**config.mk**
```make
export PLATFORM = sky130hd
export DESIGN_NAME = touch_adc_reader
export DESIGN_NICKNAME = d
export VERILOG_FILES = /design/src/rtl/touch_adc_reader.sv
export SDC_FILE = /design/constraint.sdc
export NUM_CORES = 1
export LEC_CHECK = 0
export CELL_PAD_IN_SITES_DETAIL_PLACEMENT = 1
export CELL_PAD_IN_SITES_GLOBAL_PLACEMENT = 1
export CORE_UTILIZATION = 45
export CTS_BUF_LIST = sky130_fd_sc_hd__clkbuf_8 sky130_fd_sc_hd__clkbuf_16
export CTS_CLUSTER_DIAMETER = 200
export DETAILED_ROUTE_END_ITERATION = 10
export GPL_ROUTABILITY_DRIVEN = 0
export HOLD_SLACK_MARGIN = 0.08
export PLACE_DENSITY_LB_ADDON = 0.2
export SLEW_MARGIN = 20
export SYNTH_ARGS = -nofsm -noshare
export SYNTH_HDL_FRONTEND = slang
export SYNTH_SLANG_ARGS = --single-unit
export TNS_END_PERCENT = 20
```
**constraint.sdc**
```tcl
create_clock -name clk -period 5.6 [get_ports clk]
set_input_delay 1.12 -clock clk [delete_from_list [all_inputs] [get_ports clk]]
set_output_delay 1.12 -clock clk [all_outputs]
set_load 0.05 [all_outputs]
```
**src/rtl/touch_adc_reader.sv**
```systemverilog
`default_nettype none
// ============================================================================
// touch_adc_reader
//   SPI poller for an XPT2046-class touch ADC: reads an X then a Y frame while
//   the pen is down and publishes 10-bit samples with a one-cycle ready pulse.
//   Revision: 1.0
// ============================================================================
module touch_adc_reader #(
   parameter int unsigned CLK_DIV     = 4,
   parameter int unsigned POLL_CYCLES = 50000,
   parameter logic [7:0]  CMD_X       = 8'hD0,
   parameter logic [7:0]  CMD_Y       = 8'h90
) (
   input  logic       clk,
   input  logic       reset,
   input  logic       enable,
   input  logic       pen_irq_n,
   input  logic       spi_miso,
   output logic       spi_sclk,
   output logic       spi_cs_n,
   output logic       spi_mosi,
   output logic [9:0] sensor_x,
   output logic [9:0] sensor_y,
   output logic       sensor_data_ready,
   output logic       busy
);

   localparam int unsigned c_DIV_W  = (CLK_DIV > 1) ? $clog2(CLK_DIV) : 1;
   localparam int unsigned c_BIT_W  = $clog2(24);
   localparam int unsigned c_POLL_W = $clog2(POLL_CYCLES + 1);

   localparam logic [c_DIV_W-1:0]  c_DIV_LAST  = c_DIV_W'(CLK_DIV - 1);
   localparam logic [c_BIT_W-1:0]  c_BIT_LAST  = c_BIT_W'(23);
   localparam logic [c_POLL_W-1:0] c_POLL_LAST = c_POLL_W'(POLL_CYCLES - 1);

   localparam logic [2:0] c_S_IDLE    = 3'd0;
   localparam logic [2:0] c_S_SETUP   = 3'd1;
   localparam logic [2:0] c_S_SHIFT   = 3'd2;
   localparam logic [2:0] c_S_GAP     = 3'd3;
   localparam logic [2:0] c_S_PUBLISH = 3'd4;
   localparam logic [2:0] c_S_WAIT    = 3'd5;

   logic [2:0]          r_state;
   logic [2:0]          w_state_nxt;
   logic [c_DIV_W-1:0]  r_div;
   logic [c_BIT_W-1:0]  r_bit;
   logic [c_POLL_W-1:0] r_poll;
   logic                r_frame_y;
   logic [11:0]         r_shift;
   logic [9:0]          r_res_x;
   logic                r_pen_meta;
   logic                r_pen_sync;

   logic       r_cs_n, r_sclk, r_mosi, r_ready, r_busy;
   logic [9:0] r_x, r_y;
   logic       w_cs_n, w_sclk, w_mosi, w_ready, w_busy, w_pub;

   logic       w_div_end, w_last_bit, w_poll_end, w_go, w_capture, w_mosi_next;
   logic [7:0] w_cmd;

   assign w_div_end  = (r_div == c_DIV_LAST);
   assign w_last_bit = (r_bit == c_BIT_LAST);
   assign w_poll_end = (r_poll >= c_POLL_LAST);
   assign w_go       = enable & ~r_pen_sync;
   assign w_capture  = (r_bit >= c_BIT_W'(9)) && (r_bit <= c_BIT_W'(20));
   assign w_cmd      = r_frame_y ? CMD_Y : CMD_X;
   // Value for bit r_bit+1: command bits first, zeros after the command byte.
   assign w_mosi_next = (r_bit < c_BIT_W'(7)) ? w_cmd[3'd6 - r_bit[2:0]] : 1'b0;

   always_ff @(posedge clk or posedge reset) begin
      if (reset) begin
         r_pen_meta <= 1'b1;
         r_pen_sync <= 1'b1;
      end else begin
         r_pen_meta <= pen_irq_n;
         r_pen_sync <= r_pen_meta;
      end
   end

   always_ff @(posedge clk or posedge reset) begin
      if (reset) r_state <= c_S_IDLE;
      else       r_state <= w_state_nxt;
   end

   always_comb begin
      w_state_nxt = r_state;
      case (r_state)
         c_S_IDLE:    if (w_go) w_state_nxt = c_S_SETUP;
         c_S_SETUP:   if (w_div_end) w_state_nxt = c_S_SHIFT;
         c_S_SHIFT:   if (w_div_end && r_sclk && w_last_bit) w_state_nxt = c_S_GAP;
         c_S_GAP:     if (w_div_end) w_state_nxt = r_frame_y ? c_S_PUBLISH : c_S_SETUP;
         c_S_PUBLISH: w_state_nxt = c_S_WAIT;
         c_S_WAIT:    if (w_poll_end) w_state_nxt = c_S_IDLE;
         default:     w_state_nxt = c_S_IDLE;
      endcase
   end

   // Next values of the registered outputs, decided one edge ahead.
   always_comb begin
      w_cs_n  = r_cs_n;
      w_sclk  = r_sclk;
      w_mosi  = r_mosi;
      w_busy  = r_busy;
      w_ready = 1'b0;
      w_pub   = 1'b0;
      case (r_state)
         c_S_IDLE: begin
            if (w_go) begin
               w_cs_n = 1'b0;
               w_sclk = 1'b0;
               w_mosi = CMD_X[7];
               w_busy = 1'b1;
            end
         end
         c_S_SHIFT: begin
            if (w_div_end) begin
               if (!r_sclk) begin
                  w_sclk = 1'b1;
               end else begin
                  w_sclk = 1'b0;
                  w_mosi = w_last_bit ? 1'b0 : w_mosi_next;
                  if (w_last_bit) w_cs_n = 1'b1;
               end
            end
         end
         c_S_GAP: begin
            if (w_div_end) begin
               if (!r_frame_y) begin
                  w_cs_n = 1'b0;
                  w_mosi = CMD_Y[7];
               end else begin
                  w_busy  = 1'b0;
                  w_pub   = w_go;
                  w_ready = w_go;
               end
            end
         end
         default: ;
      endcase
   end

   always_ff @(posedge clk or posedge reset) begin
      if (reset) begin
         r_cs_n    <= 1'b1;
         r_sclk    <= 1'b0;
         r_mosi    <= 1'b0;
         r_busy    <= 1'b0;
         r_ready   <= 1'b0;
         r_x       <= '0;
         r_y       <= '0;
         r_div     <= '0;
         r_bit     <= '0;
         r_poll    <= '0;
         r_frame_y <= 1'b0;
         r_shift   <= '0;
         r_res_x   <= '0;
      end else begin
         r_cs_n  <= w_cs_n;
         r_sclk  <= w_sclk;
         r_mosi  <= w_mosi;
         r_busy  <= w_busy;
         r_ready <= w_ready;
         if (w_pub) begin
            r_x <= r_res_x;
            r_y <= r_shift[11:2];
         end
         if ((r_state == c_S_SETUP || r_state == c_S_SHIFT || r_state == c_S_GAP) && !w_div_end)
            r_div <= r_div + c_DIV_W'(1);
         else
            r_div <= '0;
         case (r_state)
            c_S_IDLE: begin
               r_bit     <= '0;
               r_frame_y <= 1'b0;
            end
            c_S_SHIFT: begin
               if (w_div_end) begin
                  if (!r_sclk && w_capture) r_shift <= {r_shift[10:0], spi_miso};
                  if (r_sclk && !w_last_bit) r_bit <= r_bit + c_BIT_W'(1);
               end
            end
            c_S_GAP: begin
               if (w_div_end && !r_frame_y) begin
                  r_res_x   <= r_shift[11:2];
                  r_frame_y <= 1'b1;
                  r_bit     <= '0;
               end
            end
            // The PUBLISH cycle counts as the first idle cycle of the poll gap.
            c_S_PUBLISH: r_poll <= c_POLL_W'(1);
            c_S_WAIT:    if (!w_poll_end) r_poll <= r_poll + c_POLL_W'(1);
            default: ;
         endcase
      end
   end

   assign spi_cs_n          = r_cs_n;
   assign spi_sclk          = r_sclk;
   assign spi_mosi          = r_mosi;
   assign sensor_x          = r_x;
   assign sensor_y          = r_y;
   assign sensor_data_ready = r_ready;
   assign busy              = r_busy;

endmodule
`default_nettype wire

```
# After elaboration in Yosys (flattened, before gate mapping)
# Cells that the tools add are included.
# word_totals
mem_count,0
out_inout_bits,25
ramBits,0
word_cells,118
rom_bits,0
input_bits,5
ff_bits,76
latch_bits,0
# op_classes
mul,0
n_shift,0
n_lt_le_gt_ge,5
bitwise,2
eq_ne,20
reduce_logical,28
addsub,4
div_mod_pow,0
muxes,43
# ops
op,count
$pmux 16 s2,1
$mux 1,22
$ne 2x2->1 const B,11
$mux 3,6
$pmux 3 s6,1
$add 16x1->16 const B,1
$ge 16x16->1 const B,1
$mux 16,1
$mux 5,3
$pmux 5 s3,1
$reduce_and 4->1,2
$logic_and 1x1->1,7
$mux 7,1
$reduce_and 7->1,1
$eq 3x2->1 const B,2
$eq 3x3->1 const B,2
$pmux 1 s2,3
$pmux 1 s3,2
$reduce_and 2->1,3
$reduce_and 3->1,2
$reduce_and 6->1,1
$reduce_bool 2->1,3
$add 5x1->5 const B,1
$eq 5x5->1 const B,1
other kinds (18),23

# Depth between registers and ports, before layout
# logic_depth
word_depth,8
depth_mapped,7
ltp_nobuf,6

# Least setup slack after synthesis
# No wires, ideal clock.
# synth_path
path_kind,input to register
startpoint,input enable
endpoint,register r_x[0] (netlist: sensor_x[0])
path_slack_ns,3.374
required_ns,5.475
path_stages,4
setup_time_ns,0.125
arrival_time_ns,2.102
path_buffers,1
cell_sequence,nand2b_1 > nor3_1 > buf_2 > mux2_2
# synth_between
elab_chain_len,4
# synth_rtl
element,line_no,text
start: declaration,16,"input logic enable,"
$and 1x1->1,64,assign w_go = enable & ~r_pen_sync;
$mux 1,128,if (!r_frame_y) begin
$mux 1,127,if (w_div_end) begin
$mux 1,106,case (r_state)
end signal: assignment,164,r_x <= r_res_x;
end: declaration,55,"logic [9:0] r_x, r_y;"
# No other way between the ends.
# A chain may end at the register's enable or synchronous reset.

# Final worst setup path
# layout_path
startpoint,register r_cs_n (netlist: spi_cs_n)
endpoint,output spi_cs_n
# layout_rtl
element,line_no,text
start: declaration,54,"logic r_cs_n, r_sclk, r_mosi, r_ready, r_busy;"
start signal: assignment,158,r_cs_n <= w_cs_n;
end: declaration,20,"output logic spi_cs_n,"
# No word-level cell between the ends.

==> results.sh <==
export IMPL_status="finished clean"
export IMPL_clk_path_buf_depth=2
export IMPL_timing_hold_ws_ns=0.357
export IMPL_cap_viol_max_count=0
export IMPL_worst_setup_path_type="flop to primary output"
export IMPL_postSynth_asyncResetShare=1.00
export IMPL_antenna_found_initial=0
export IMPL_hold_buffers=0
export IMPL_layout_stage_area_growth_over_the_synthesis_result_pct=16.6
export IMPL_postCtsSetupBuffers=0
export IMPL_total_leakage_power_uw=0.00184
export IMPL_die_footprint_sq_um=8170
export IMPL_fmax_mhz=357
export IMPL_worstPathCellList="clkdlybuf4s50_1"
export IMPL_post_place_cells=424
export IMPL_io_pins=30
export IMPL_detail_route_antenna_nets=0
export IMPL_grtUsageTotal=0.203
export IMPL_arrival_ns=1.68
export IMPL_required_time_at_the_worst_slack_endpoint_ns=4.48
export IMPL_library_cells_used_by_synthesis=52
export IMPL_synth_seq_cells=76
export IMPL_setup_tns_final_ns=0
export IMPL_grt_start_max_net_pins=48
export IMPL_ctsHtreeMaxLevel=3
export IMPL_synth_flop_cell="sky130_fd_sc_hd__dfrtp_1"
export IMPL_hold_path_startpoint="r_pen_meta$_DFF_PP1_"
export IMPL_fp_coreArea_sq_um=7410
export IMPL_clkLatencyLatePin_ns=0.35
export IMPL_post_synth_instance_area_sq_um=3520
export IMPL_tritoncts="yes"
export IMPL_drt_iter0_drc=90
export IMPL_number_of_synthesized_flops_with_an_enable_pin=0
export IMPL_timing_clock_skew_ns=0.0122
export IMPL_crit_path_top_delay_cell="sky130_fd_sc_hd__clkdlybuf4s50_1"
export IMPL_floorplan_die_height_microns=90.4
export IMPL_max_vdd_ir_drop_uv=142
export IMPL_worst_r2r_startpoint="r_bit[1]$_DFFE_PP0P_"
export IMPL_route_detailed_drc=0
export IMPL_number_of_buffers_created_by_cts=9
export IMPL_cts_resized_gates=0
export IMPL_port_buffers=29
export IMPL_avgViaCountPerCell=5.53
export IMPL_place_detailed_hpwl_mm=5.17
export IMPL_routedWlPerCell_microns=17.0
export IMPL_max_stage_delay_on_crit_path_ns=0.79
export IMPL_routed_via_count=2433
export IMPL_startpoint_type="flop"
export IMPL_power_density_nw_per_um2=243
export IMPL_final_hold_violation_count=0
export IMPL_cts_sinks=76
export IMPL_setup_worst_path_end_class="primary output"
export IMPL_syn_area_per_cell_sq_um=11.5
export IMPL_finalCriticalPeriod_ns=2.80
export IMPL_cts_clk_slew_worst_paths_ns=0.09
export IMPL_cp_top_family="buffers and inverters"
export IMPL_max_slew_margin_rel=0.429
export IMPL_setup_violations_final=0
export IMPL_drt_wl_total_mm=7.50
export IMPL_critical_path_max_fanout=2
export IMPL_row_count=31
export IMPL_crit_start="spi_cs_n$_DFFE_PP1P_"
export IMPL_yosysWarningCount=0
export IMPL_grt_first_pass_wirelength_mm=13.2
export IMPL_synth_fp_nets=316
export IMPL_via_count_of_the_first_global_routing_pass=2634
export IMPL_period_share=0.500
export IMPL_grt_remaining_overflow=0
export IMPL_tightest_slew_ns=0.853
export IMPL_drt_pre_antenna_iters=4
export IMPL_unrepaired_setup_endpoints_after_global_routing="false"
export IMPL_postSynthCellCount=305
export IMPL_timing_critical_path_buf_inv=1
export IMPL_initial_core_utilization=0.475
export IMPL_antenna_cells=0
export IMPL_cts_root_buffer_cell="sky130_fd_sc_hd__clkbuf_8"
export IMPL_number_of_pins_exceeding_their_max_slew_limit_in_the_final_report=0
export IMPL_hold_path_class="flop to flop"
export IMPL_synth_yosys_seq_area_share=0.542
export IMPL_final_core_utilization=0.553
export IMPL_chipWidth_microns=90.4
export IMPL_nets=347
export IMPL_final_layout_size_suffix_gt1_frac=0.223
export IMPL_stdcell_count=440
-- power by group --
group	switching (uW)	internal (uW)
Combinational	11.7	3.43
Clock	211	218
Sequential	0.343	550
-- Yosys cell counts, types with 2 or more instances --
cell type | number | area (sq um)
sky130_fd_sc_hd__buf_2 | 3 | 15.0
sky130_fd_sc_hd__mux2_2 | 42 | 473
sky130_fd_sc_hd__nor2b_1 | 3 | 18.8
sky130_fd_sc_hd__nand2_1 | 29 | 109
sky130_fd_sc_hd__nor2_1 | 22 | 82.6
sky130_fd_sc_hd__and3_1 | 2 | 12.5
sky130_fd_sc_hd__or4_1 | 2 | 15.0
sky130_fd_sc_hd__nor4_4 | 2 | 42.5
sky130_fd_sc_hd__o22a_1 | 3 | 26.3
sky130_fd_sc_hd__mux2i_1 | 2 | 20.0
sky130_fd_sc_hd__nor4_1 | 6 | 37.5
sky130_fd_sc_hd__a21oi_1 | 9 | 45.0
sky130_fd_sc_hd__nand4_1 | 3 | 18.8
sky130_fd_sc_hd__o211ai_1 | 3 | 22.5
sky130_fd_sc_hd__dfrtp_1 | 73 | 1830
sky130_fd_sc_hd__nor3_1 | 10 | 50.1
sky130_fd_sc_hd__o21bai_1 | 2 | 15.0
sky130_fd_sc_hd__a211oi_1 | 2 | 15.0
sky130_fd_sc_hd__a21o_1 | 3 | 22.5
sky130_fd_sc_hd__dfstp_2 | 3 | 78.8
sky130_fd_sc_hd__o21ai_0 | 10 | 50.1
sky130_fd_sc_hd__xnor2_1 | 8 | 70.1
sky130_fd_sc_hd__clkbuf_1 | 6 | 22.5
sky130_fd_sc_hd__ha_1 | 6 | 75.1
sky130_fd_sc_hd__buf_6 | 2 | 22.5
sky130_fd_sc_hd__nand3b_1 | 2 | 15.0
sky130_fd_sc_hd__inv_1 | 10 | 37.5
sky130_fd_sc_hd__nand3_1 | 10 | 50.1
sky130_fd_sc_hd__nor3b_1 | 4 | 30.0
-- sequential cells by signal, indices dropped and copies added, names as in the netlist --
register / count
r_state: 3
r_bit: 5
r_res_x: 10
spi_sclk: 1
busy: 1
sensor_y: 10
r_div: 2
spi_mosi: 1
r_pen_sync: 1
r_pen_meta: 1
r_poll: 16
r_shift: 12
spi_cs_n: 1
r_frame_y: 1
sensor_x: 10
sensor_data_ready: 1
-- cell type report --
cell class,count,area (sq um)
inverters,10,38.8
fillers,792,3310
clock inverters,6,63.8
repair buffers,31,305
multi-input cells,208,1530
flip-flops and latches,76,1910
well taps,99,124
clock buffers,10,138
-- stage by stage --
step | total power [uW] | cell area (sq um) | setup slack (ns)
global placement | 577 | 3890 | 2.85
floorplan | 570 | 3520 | 2.55
finish | 995 | 4100 | 2.80
global route | 1030 | 4100 | 2.76
detailed placement | 577 | 3890 | 2.82
CTS | 1000 | 4090 | 2.78
-- kinds of logic (layout without fill, tap and decap cells) --
family | Yosys count | in the layout | share of synthesized area
xor gates and xnor gates | 8 | 8 | 0.0199
DFF | 76 | 76 | 0.542
buffers and inverters | 21 | 57 | 0.0277
AOI/OAI and AO/OA | 44 | 44 | 0.0872
and+or+nand+nor | 106 | 106 | 0.162
muxes | 44 | 44 | 0.140
adders and majority gates | 6 | 6 | 0.0213
-- path summary, 6_finish.rpt --
| check | depth (start not counted) | to | slack [ns] |
|---|---|---|---|
| max | 1 | spi_cs_n | 2.80 |
| max reg2reg | 6 | r_shift[6]$_DFFE_PP0P_ | 3.43 |
| max in group asynchronous | 3 | r_pen_meta$_DFF_PP1_ | 3.47 |
| min | 0 | r_pen_sync$_DFF_PP1_ | 0.36 |
| min in group asynchronous | 2 | sensor_x[6]$_DFFE_PP0P_ | 1.22 |
| min reg2reg | 0 | r_pen_sync$_DFF_PP1_ | 0.36 |
-- layer usage --
layer  vias up  share of wire  global-route usage
li1       1158              -                   -
met1      1230           0.48               0.274
met2        33           0.47               0.323
met3        12          0.031              0.0354
met4         0          0.018              0.0847
met5         -              0                   0
-- cell usage in the layout, fill, tap and decap left out, types with 2 or more instances in the layout --
master                             n
sky130_fd_sc_hd__o22a_1            3
sky130_fd_sc_hd__nor4_1            6
sky130_fd_sc_hd__dfstp_2           3
sky130_fd_sc_hd__nand3b_1          2
sky130_fd_sc_hd__nor3_1            9
sky130_fd_sc_hd__inv_1            10
sky130_fd_sc_hd__o211ai_1          3
sky130_fd_sc_hd__dfrtp_1          73
sky130_fd_sc_hd__clkbuf_8         10
sky130_fd_sc_hd__a211oi_1          2
sky130_fd_sc_hd__and3_1            2
sky130_fd_sc_hd__a21oi_1           9
sky130_fd_sc_hd__o21ai_0          10
sky130_fd_sc_hd__buf_4             2
sky130_fd_sc_hd__nor2_1           21
sky130_fd_sc_hd__mux2i_1           2
sky130_fd_sc_hd__mux2_2           42
sky130_fd_sc_hd__nand3_1          10
sky130_fd_sc_hd__nand2_1          29
sky130_fd_sc_hd__nor2b_1           3
sky130_fd_sc_hd__ha_1              6
sky130_fd_sc_hd__nor3_2            2
sky130_fd_sc_hd__clkdlybuf4s50_1  29
sky130_fd_sc_hd__nor3b_1           4
sky130_fd_sc_hd__or4_1             2
sky130_fd_sc_hd__clkinv_2          2
sky130_fd_sc_hd__nand4_1           3
sky130_fd_sc_hd__a21o_1            3
sky130_fd_sc_hd__nor4_4            2
sky130_fd_sc_hd__o21bai_1          2
sky130_fd_sc_hd__xnor2_1           8
No activity file was read; power rests on OpenSTA's default activity.
